==> src/rtl/maxpool_window_3x3_pkg.sv <==
// maxpool_window_3x3_pkg: shared word width, window slot indices and window-count helper.
package maxpool_window_3x3_pkg;
    localparam int DATA_W = 32;
    localparam int WIN_N  = 9;
    localparam int WIN_TL = 0;
    localparam int WIN_TC = 1;
    localparam int WIN_TR = 2;
    localparam int WIN_ML = 3;
    localparam int WIN_MC = 4;
    localparam int WIN_MR = 5;
    localparam int WIN_BL = 6;
    localparam int WIN_BC = 7;
    localparam int WIN_BR = 8;

    function automatic int win_count(int w, int h, int s);
        return ((h - 3) / s + 1) * ((w - 3) / s + 1);
    endfunction
endpackage

==> src/rtl/maxpool_window_3x3_if.sv <==
// maxpool_window_3x3_if: pixel stream in, 3x3 window out, with frame-end marker.
interface maxpool_window_3x3_if #(parameter int DATA_W = maxpool_window_3x3_pkg::DATA_W);
    logic              Valid_In;
    logic [DATA_W-1:0] Data_In;
    logic [DATA_W-1:0] Data_Out0, Data_Out1, Data_Out2;
    logic [DATA_W-1:0] Data_Out3, Data_Out4, Data_Out5;
    logic [DATA_W-1:0] Data_Out6, Data_Out7, Data_Out8;
    logic              Valid_Out;
    logic              Frame_Done;

    modport master (
        output Valid_In, Data_In,
        input  Data_Out0, Data_Out1, Data_Out2, Data_Out3, Data_Out4,
        input  Data_Out5, Data_Out6, Data_Out7, Data_Out8, Valid_Out, Frame_Done
    );
    modport slave (
        input  Valid_In, Data_In,
        output Data_Out0, Data_Out1, Data_Out2, Data_Out3, Data_Out4,
        output Data_Out5, Data_Out6, Data_Out7, Data_Out8, Valid_Out, Frame_Done
    );
endinterface

==> src/rtl/maxpool_window_3x3_line_buffer.sv <==
// maxpool_window_3x3_line_buffer: single-port row store, asynchronous read of the old word, write on clk.
module maxpool_window_3x3_line_buffer #(
    parameter int DEPTH  = 28,
    parameter int DATA_W = 32
) (
    input  logic                     clk,
    input  logic                     we,
    input  logic [$clog2(DEPTH)-1:0] addr,
    input  logic [DATA_W-1:0]        wdata,
    output logic [DATA_W-1:0]        rdata
);
    logic [DATA_W-1:0] mem_q [DEPTH];

    assign rdata = mem_q[addr];

    always_ff @(posedge clk) begin
        if (we) mem_q[addr] <= wdata;
    end
endmodule

==> src/rtl/maxpool_window_3x3.sv <==
// maxpool_window_3x3: raster pixel stream to strided 3x3 windows via two line buffers.
// Windows are only released once three full current-frame rows and columns are in the register window.
module maxpool_window_3x3 #(
    parameter int DATA_W = maxpool_window_3x3_pkg::DATA_W,
    parameter int IMG_W  = 28,
    parameter int IMG_H  = 28,
    parameter int STRIDE = 2
) (
    input  logic                 clk,
    input  logic                 rst,
    maxpool_window_3x3_if.slave  bus
);
    import maxpool_window_3x3_pkg::*;

    localparam int CW     = $clog2(IMG_W);
    localparam int RW     = $clog2(IMG_H);
    localparam int LAST_C = 2 + ((IMG_W - 3) / STRIDE) * STRIDE;
    localparam int LAST_R = 2 + ((IMG_H - 3) / STRIDE) * STRIDE;

    logic [CW-1:0]     col_q, col_d;
    logic [RW-1:0]     row_q, row_d;
    logic [1:0]        col_ph_q, col_ph_d, row_ph_q, row_ph_d;
    logic [DATA_W-1:0] win_q [WIN_N];
    logic [DATA_W-1:0] win_d [WIN_N];
    logic [DATA_W-1:0] out_q [WIN_N];
    logic [DATA_W-1:0] out_d [WIN_N];
    logic [DATA_W-1:0] new_col [3];
    logic              valid_q, valid_d, done_q, done_d;
    logic              accept, emit, col_end, row_end;
    logic [DATA_W-1:0] lb0_rd, lb1_rd;

    function automatic logic [1:0] ph_inc(logic [1:0] p);
        return (p == 2'(STRIDE - 1)) ? 2'd0 : p + 2'd1;
    endfunction

    // Reset drops a coincident pixel, so it must not reach the line buffers either.
    assign accept = bus.Valid_In && !rst;

    maxpool_window_3x3_line_buffer #(.DEPTH(IMG_W), .DATA_W(DATA_W)) u_lb0 (
        .clk(clk), .we(accept), .addr(col_q), .wdata(bus.Data_In), .rdata(lb0_rd)
    );
    maxpool_window_3x3_line_buffer #(.DEPTH(IMG_W), .DATA_W(DATA_W)) u_lb1 (
        .clk(clk), .we(accept), .addr(col_q), .wdata(lb0_rd), .rdata(lb1_rd)
    );

    always_comb begin
        new_col[0] = lb1_rd;
        new_col[1] = lb0_rd;
        new_col[2] = bus.Data_In;
        col_end    = col_q == CW'(IMG_W - 1);
        row_end    = row_q == RW'(IMG_H - 1);
        emit       = accept && row_q >= RW'(2) && col_q >= CW'(2) && col_ph_q == 2'd0 && row_ph_q == 2'd0;
        col_d      = accept ? (col_end ? '0 : col_q + 1'b1) : col_q;
        row_d      = (accept && col_end) ? (row_end ? '0 : row_q + 1'b1) : row_q;
        col_ph_d   = accept ? ((col_d == CW'(2)) ? 2'd0 : ph_inc(col_ph_q)) : col_ph_q;
        row_ph_d   = (accept && col_end) ? ((row_d == RW'(2)) ? 2'd0 : ph_inc(row_ph_q)) : row_ph_q;
        for (int i = 0; i < 3; i++) begin
            win_d[3*i]   = accept ? win_q[3*i+1] : win_q[3*i];
            win_d[3*i+1] = accept ? win_q[3*i+2] : win_q[3*i+1];
            win_d[3*i+2] = accept ? new_col[i]   : win_q[3*i+2];
        end
        for (int i = 0; i < WIN_N; i++) out_d[i] = emit ? win_d[i] : out_q[i];
        valid_d    = emit;
        done_d     = emit && row_q == RW'(LAST_R) && col_q == CW'(LAST_C);
    end

    always_ff @(posedge clk) begin
        if (rst) begin
            col_q    <= '0;
            row_q    <= '0;
            col_ph_q <= '0;
            row_ph_q <= '0;
            win_q    <= '{default: '0};
            out_q    <= '{default: '0};
            valid_q  <= 1'b0;
            done_q   <= 1'b0;
        end else begin
            col_q    <= col_d;
            row_q    <= row_d;
            col_ph_q <= col_ph_d;
            row_ph_q <= row_ph_d;
            win_q    <= win_d;
            out_q    <= out_d;
            valid_q  <= valid_d;
            done_q   <= done_d;
        end
    end

    assign bus.Data_Out0  = out_q[WIN_TL];
    assign bus.Data_Out1  = out_q[WIN_TC];
    assign bus.Data_Out2  = out_q[WIN_TR];
    assign bus.Data_Out3  = out_q[WIN_ML];
    assign bus.Data_Out4  = out_q[WIN_MC];
    assign bus.Data_Out5  = out_q[WIN_MR];
    assign bus.Data_Out6  = out_q[WIN_BL];
    assign bus.Data_Out7  = out_q[WIN_BC];
    assign bus.Data_Out8  = out_q[WIN_BR];
    assign bus.Valid_Out  = valid_q;
    assign bus.Frame_Done = done_q;
endmodule

==> src/flat_wrapper.sv <==
// flat-port wrapper written by rule: the top's interface ports become plain ports
module maxpool_window_3x3_flat import maxpool_window_3x3_pkg::*;
#(
    parameter int DATA_W = maxpool_window_3x3_pkg::DATA_W,
    parameter int IMG_W  = 28,
    parameter int IMG_H  = 28,
    parameter int STRIDE = 2
)
  (clk, rst, bus_Valid_In, bus_Data_In, bus_Data_Out0, bus_Data_Out1, bus_Data_Out2, bus_Data_Out3, bus_Data_Out4, bus_Data_Out5, bus_Data_Out6, bus_Data_Out7, bus_Data_Out8, bus_Valid_Out, bus_Frame_Done);
  maxpool_window_3x3_if #(.DATA_W(DATA_W)) bus_i ();
  input  logic clk;
  input  logic rst;
  input wire logic [$bits(bus_i.Valid_In)-1:0] bus_Valid_In;
  input wire logic [$bits(bus_i.Data_In)-1:0] bus_Data_In;
  output wire logic [$bits(bus_i.Data_Out0)-1:0] bus_Data_Out0;
  output wire logic [$bits(bus_i.Data_Out1)-1:0] bus_Data_Out1;
  output wire logic [$bits(bus_i.Data_Out2)-1:0] bus_Data_Out2;
  output wire logic [$bits(bus_i.Data_Out3)-1:0] bus_Data_Out3;
  output wire logic [$bits(bus_i.Data_Out4)-1:0] bus_Data_Out4;
  output wire logic [$bits(bus_i.Data_Out5)-1:0] bus_Data_Out5;
  output wire logic [$bits(bus_i.Data_Out6)-1:0] bus_Data_Out6;
  output wire logic [$bits(bus_i.Data_Out7)-1:0] bus_Data_Out7;
  output wire logic [$bits(bus_i.Data_Out8)-1:0] bus_Data_Out8;
  output wire logic [$bits(bus_i.Valid_Out)-1:0] bus_Valid_Out;
  output wire logic [$bits(bus_i.Frame_Done)-1:0] bus_Frame_Done;
  assign bus_i.Valid_In = bus_Valid_In;
  assign bus_i.Data_In = bus_Data_In;
  assign bus_Data_Out0 = bus_i.Data_Out0;
  assign bus_Data_Out1 = bus_i.Data_Out1;
  assign bus_Data_Out2 = bus_i.Data_Out2;
  assign bus_Data_Out3 = bus_i.Data_Out3;
  assign bus_Data_Out4 = bus_i.Data_Out4;
  assign bus_Data_Out5 = bus_i.Data_Out5;
  assign bus_Data_Out6 = bus_i.Data_Out6;
  assign bus_Data_Out7 = bus_i.Data_Out7;
  assign bus_Data_Out8 = bus_i.Data_Out8;
  assign bus_Valid_Out = bus_i.Valid_Out;
  assign bus_Frame_Done = bus_i.Frame_Done;
  maxpool_window_3x3 #(.DATA_W(DATA_W), .IMG_W(IMG_W), .IMG_H(IMG_H), .STRIDE(STRIDE)) u_core (.clk(clk), .rst(rst), .bus(bus_i));
endmodule
==> config.mk <==
export PLATFORM = sky130hd
export DESIGN_NAME = maxpool_window_3x3_flat
export DESIGN_NICKNAME = d
export VERILOG_FILES = /design/src/rtl/maxpool_window_3x3_pkg.sv /design/src/rtl/maxpool_window_3x3_if.sv /design/src/rtl/maxpool_window_3x3_line_buffer.sv /design/src/rtl/maxpool_window_3x3.sv /design/src/flat_wrapper.sv
export SDC_FILE = /design/constraint.sdc
export NUM_CORES = 2
export LEC_CHECK = 0
export ABC_AREA = 0
export BUFFER_PORTS_ARGS = -buffer_cell sky130_fd_sc_hd__buf_2
export CAP_MARGIN = 20
export CORE_ASPECT_RATIO = 1.25
export CORE_MARGIN = 2
export CORE_UTILIZATION = 48
export CTS_BUF_LIST = sky130_fd_sc_hd__clkbuf_16
export CTS_CLUSTER_DIAMETER = 120
export DETAILED_ROUTE_END_ITERATION = 10
export GPL_ROUTABILITY_DRIVEN = 0
export PLACE_DENSITY_LB_ADDON = 0.05
export SLEW_MARGIN = 15
export SYNTH_ARGS = -nofsm -noshare
export SYNTH_HDL_FRONTEND = slang
export SYNTH_HIERARCHICAL = 1
export SYNTH_SLANG_ARGS = --single-unit
==> constraint.sdc <==
create_clock -name clk -period 4.1 [get_ports clk]
set_input_delay 0 -clock clk [delete_from_list [all_inputs] [get_ports clk]]
set_output_delay 0 -clock clk [all_outputs]
set_load 0.01 [all_outputs]
==> summary by stage <==
Drt
The first detailed-routing pass ran for 5 iterations. For this block, the via count after detailed routing is about 55,000. In this run the remaining antenna-violating nets after routing total 0. The detail-routed net length per standard cell is approximately 31 µm. For this run, design rule violations remaining after detail routing come to 0.

The average via count per standard cell is between 6 and 7. Summed over all layers, the routed wires come to ~280,000 µm. The detailed router finished its first iteration with between 5,000 and 6,000 violations.

Clock network
The root buffer cell chosen for the clock tree is sky130_fd_sc_hd__clkbuf_16. The number of gates resized after CTS was 0. The tree built by TritonCTS fans out to between 2,000 and 2,500 sinks.

In this run, CTS created clock tree buffers numbering about 230. After clock tree synthesis, the clock-pin slew on the worst setup and hold paths is 0.06 ns. The clock passes through at most 3 buffers. The clock insertion delay at the later pin of the skew report is between 0.8 and 0.9 ns. The count of H-tree levels built during CTS is 4. TritonCTS built the clock tree.

STA
The worst pin sits at a relative slew slack of 9.68%. Across the routed clock network, the largest skew measured is 0.0410 ns. Setup repair after global routing left no endpoint under its margin. The final number of max-transition violations is 0. Of the available clock period, the critical path in the final layout requires between 80% and 90%.

The routed design could run at a clock period as short as about 3.7 ns. The total count of hold-check failures in the final report was 0. Setup violations remaining at the end of the flow were counted as 0.

The tightest hold path in the finished design has a slack of between 0.1 and 0.15 ns. For the pin with the worst max-slew slack, the measured transition is ~1.3 ns. Timing would allow up to 272 MHz. The aggregate negative setup slack is 0 ns. The worst setup slack after layout is roughly 0.43 ns.

Critical path
The largest single stage delay on the critical path is approximately 1.1 ns. The worst setup path is captured at a register. In this run the register-to-register setup slack is 0.43 ns.

Data on the critical path arrives at its endpoint at roughly 4.5 ns. For the worst setup path, the data required time is a little under 5 ns. In this run the worst path has a maximum fanout of 37. The signal on the critical path passes through buf_12 -> buf_4 -> mux4_2 -> mux2i_1 -> o211ai_1 -> nand2_1 -> a311oi_2. The critical-path cell with the highest stage delay is sky130_fd_sc_hd__o211ai_1. The path type of the worst setup path is register to register. The kind of start point of the critical path is a register.

Logic synthesis
The most used flip-flop cell after synthesis is sky130_fd_sc_hd__edfxtp_1. Synthesis inferred between 2,000 and 2,500 register bits. The part of the Yosys area used for sequential elements is 70.3%. The number of synthesized flops with an enable pin is between 1,500 and 2,000. The number of instances in the synthesized netlist is between 6,000 and 7,000.

The count of distinct cell types in the synthesized netlist is 65. The synthesized netlist net count is roughly 6,100. The synthesized cell area is just over 90,000 µm². During synthesis, Yosys emitted a total of 6 warnings.

Of all flip-flops after synthesis, the portion carrying an async set or reset was 0%. After synthesis, the mean cell area works out to roughly 15 µm².

Floorplan
During I/O placement, the number of pins put on the boundary was approximately 330. From left edge to right edge, the die measures between 300 and 400 µm. The initial core utilization is 48.2%. The core area is a little under 200,000 µm². The floorplan step defined a die boundary enclosing around 200,000 µm². The number of cell rows is approximately 180. The floorplan step set the die height to 497 µm.

Place
The detailed placement HPWL is 170,000 µm. The post-place setup slack is between 0.5 and 0.6 ns. Port buffering added ~320 buffers.

GRT
The via count of the first global-routing pass is roughly 54,000. The global-route total usage across every layer is roughly 28%. The first global-routing pass estimated between 400,000 and 500,000 µm of wire. The pin count of the biggest net entering global routing is roughly 200. The number of antenna violations at the first check in global routing is 5. The total global routing overflow is 0.

Final layout
At the end of the flow, the number of nets in the layout was roughly 6,500. The fraction of final layout cells with drive strength greater than 1 is about a fifth. The filler cells instantiated in the layout total ~16,000. Summing all multi-input logic gate instances after layout gives 25,800 µm². Cells fill a little over half of the core in the end. Compared with the post-synthesis result, the final layout area differs by 14.1%. The register area is 65,700 µm².

Pwr
The leakage power is 35.7 nW. The worst supply voltage drop on vdd is roughly 0.00043 V. In this run the power density over the cells is 474 nW/µm².

Hold path
The tightest min-delay check is of the primary input to register type.

Run status
The run finished with clean final reports.

Run
The tool flagged a number of max-cap violations equal to 0.
## cell type report
type	count	area share, %
antenna	7	0.0164
clock buffer	231	5.42
clock inverter	202	1.33
inverter	11	0.0458
multi-input combinational	3195	24.2
sequential	2384	61.6
tap	2562	3.01
timing repair buffer	628	4.36
## cell usage after synthesis, types with 5 or more instances
cell | number | area share [%]
sky130_fd_sc_hd__a311oi_1 | 177 | 1.7
sky130_fd_sc_hd__nor2_1 | 349 | 1.4
sky130_fd_sc_hd__nand3b_1 | 8 | 0.064
sky130_fd_sc_hd__o22ai_1 | 122 | 0.82
sky130_fd_sc_hd__o211ai_1 | 64 | 0.51
sky130_fd_sc_hd__a22oi_1 | 64 | 0.51
sky130_fd_sc_hd__mux4_2 | 206 | 5.0
sky130_fd_sc_hd__or2_2 | 6 | 0.040
sky130_fd_sc_hd__o21ai_0 | 5 | 0.027
sky130_fd_sc_hd__buf_4 | 48 | 0.39
sky130_fd_sc_hd__a211oi_1 | 56 | 0.45
sky130_fd_sc_hd__and3_1 | 9 | 0.060
sky130_fd_sc_hd__clkbuf_1 | 186 | 0.75
sky130_fd_sc_hd__nand2_1 | 645 | 2.6
sky130_fd_sc_hd__dfxtp_1 | 592 | 13
sky130_fd_sc_hd__nor3_1 | 27 | 0.14
sky130_fd_sc_hd__nand3_1 | 59 | 0.32
sky130_fd_sc_hd__buf_1 | 17 | 0.068
sky130_fd_sc_hd__nor2b_1 | 18 | 0.12
sky130_fd_sc_hd__buf_6 | 32 | 0.39
sky130_fd_sc_hd__a21oi_2 | 30 | 0.28
sky130_fd_sc_hd__edfxtp_1 | 1792 | 58
sky130_fd_sc_hd__a311oi_2 | 111 | 1.8
sky130_fd_sc_hd__mux2i_1 | 833 | 8.9
sky130_fd_sc_hd__inv_1 | 9 | 0.036
sky130_fd_sc_hd__a21oi_1 | 326 | 1.7
sky130_fd_sc_hd__buf_2 | 167 | 0.89
sky130_fd_sc_hd__nand4_1 | 5 | 0.033
## worst paths after layout
kind                     from                       end  cells after the start
max           u_core/col_q[1]  u_core/bus.Data_Out5[11]                      7
min                       rst         u_core/win_q[191]                      3
max reg2reg   u_core/col_q[1]  u_core/bus.Data_Out5[11]                      7
min reg2reg  u_core/win_q[72]   u_core/bus.Data_Out6[8]                      2
## per-layer routing
| metal | routed length (µm) | up-vias | global-route usage, % | share of wire [%] |
|---|---|---|---|---|
| met3 | 15000 | 406 | 4.00 | 5.3 |
| met1 | 113000 | 29033 | 36.2 | 40 |
| met2 | 145000 | 1718 | 49.1 | 51 |
| li1 | - | 24238 | - | - |
| met5 | 16 | - | 0 | 0.0056 |
| met4 | 10600 | 2 | 9.77 | 3.7 |
## state kept, by name, indices dropped and copies added (netlist names)
signal,cells
u_core/u_lb0/mem_q,896
u_core/u_lb1/mem_q,896
u_core/win_q,288
u_core/bus.Data_Out0,32
u_core/bus.Data_Out1,32
u_core/bus.Data_Out2,32
u_core/bus.Data_Out3,32
u_core/bus.Data_Out4,32
u_core/bus.Data_Out5,32
u_core/bus.Data_Out6,32
u_core/bus.Data_Out7,32
u_core/bus.Data_Out8,32
u_core/col_q,5
u_core/row_q,5
u_core/col_ph_q,2
u_core/row_ph_q,2
u_core/bus.Frame_Done,1
u_core/bus.Valid_Out,1
## kinds of logic after synthesis
logic type                 synth area share [%]
AOI/OAI and AO/OA                          7.99
xor gates and xnor gates                 0.0281
adders and majority gates                0.0536
buffers and inverters                      2.56
DFF                                        70.3
muxes                                      13.9
and+or+nand+nor                            5.18
## critical path: cells and delay by family, from the launching register on
family | cells | cell delay, ns
DFF | 1 | 0.83
buffers and inverters | 2 | 0.61
and+or+nand+nor | 1 | 0.36
muxes | 2 | 0.28
AOI/OAI and AO/OA | 2 | 1.41
## cell usage in the layout, fill, tap and decap left out, drive strengths merged, types with 4 or more instances in the layout
master       instances
a211oi              57
a21oi              356
a22oi               64
a311oi             288
and3                 9
buf                593
bufinv              16
clkbuf             231
clkinv             108
clkinvlp             8
dfxtp              592
diode                7
dlygate4sd3         35
edfxtp            1792
ha                   4
inv                 81
mux2                 4
mux2i              833
mux4               206
nand2              645
nand2b               4
nand3               61
nand3b              10
nand4                5
nor2               351
nor2b               18
nor3                29
nor4b                4
o211ai              64
o21ai                5
o22ai              122
o32ai                4
or2                  6
or4                  4
or4b                 4
## per-stage QoR
step                      instance area, µm²  total power [mW]  instances
final                                 107000              50.6       9220
after global routing                  107000              52.1       9214
after CTS                             107000              51.0       9213
after detailed placement               99100              30.8       8745
after global placement                 99100              30.8       8744
after floorplan                        93500              29.3       6042
## what timing repair did
| item | in CTS | in global routing |
|---|---|---|
| endpoints found under the hold margin | 1179 | 0 |
| buffers inserted | 0 | 0 |
| hold buffers | 35 | 0 |
## report_power, final
group | switching (mW) | internal (mW) | total, mW
combinational | 2.39 | 1.15 | 3.53
sequential | 0.289 | 26.4 | 26.7
clock | 9.13 | 11.2 | 20.3
total | 11.8 | 38.8 | 50.6
Power figures use the tool's default switching activity.
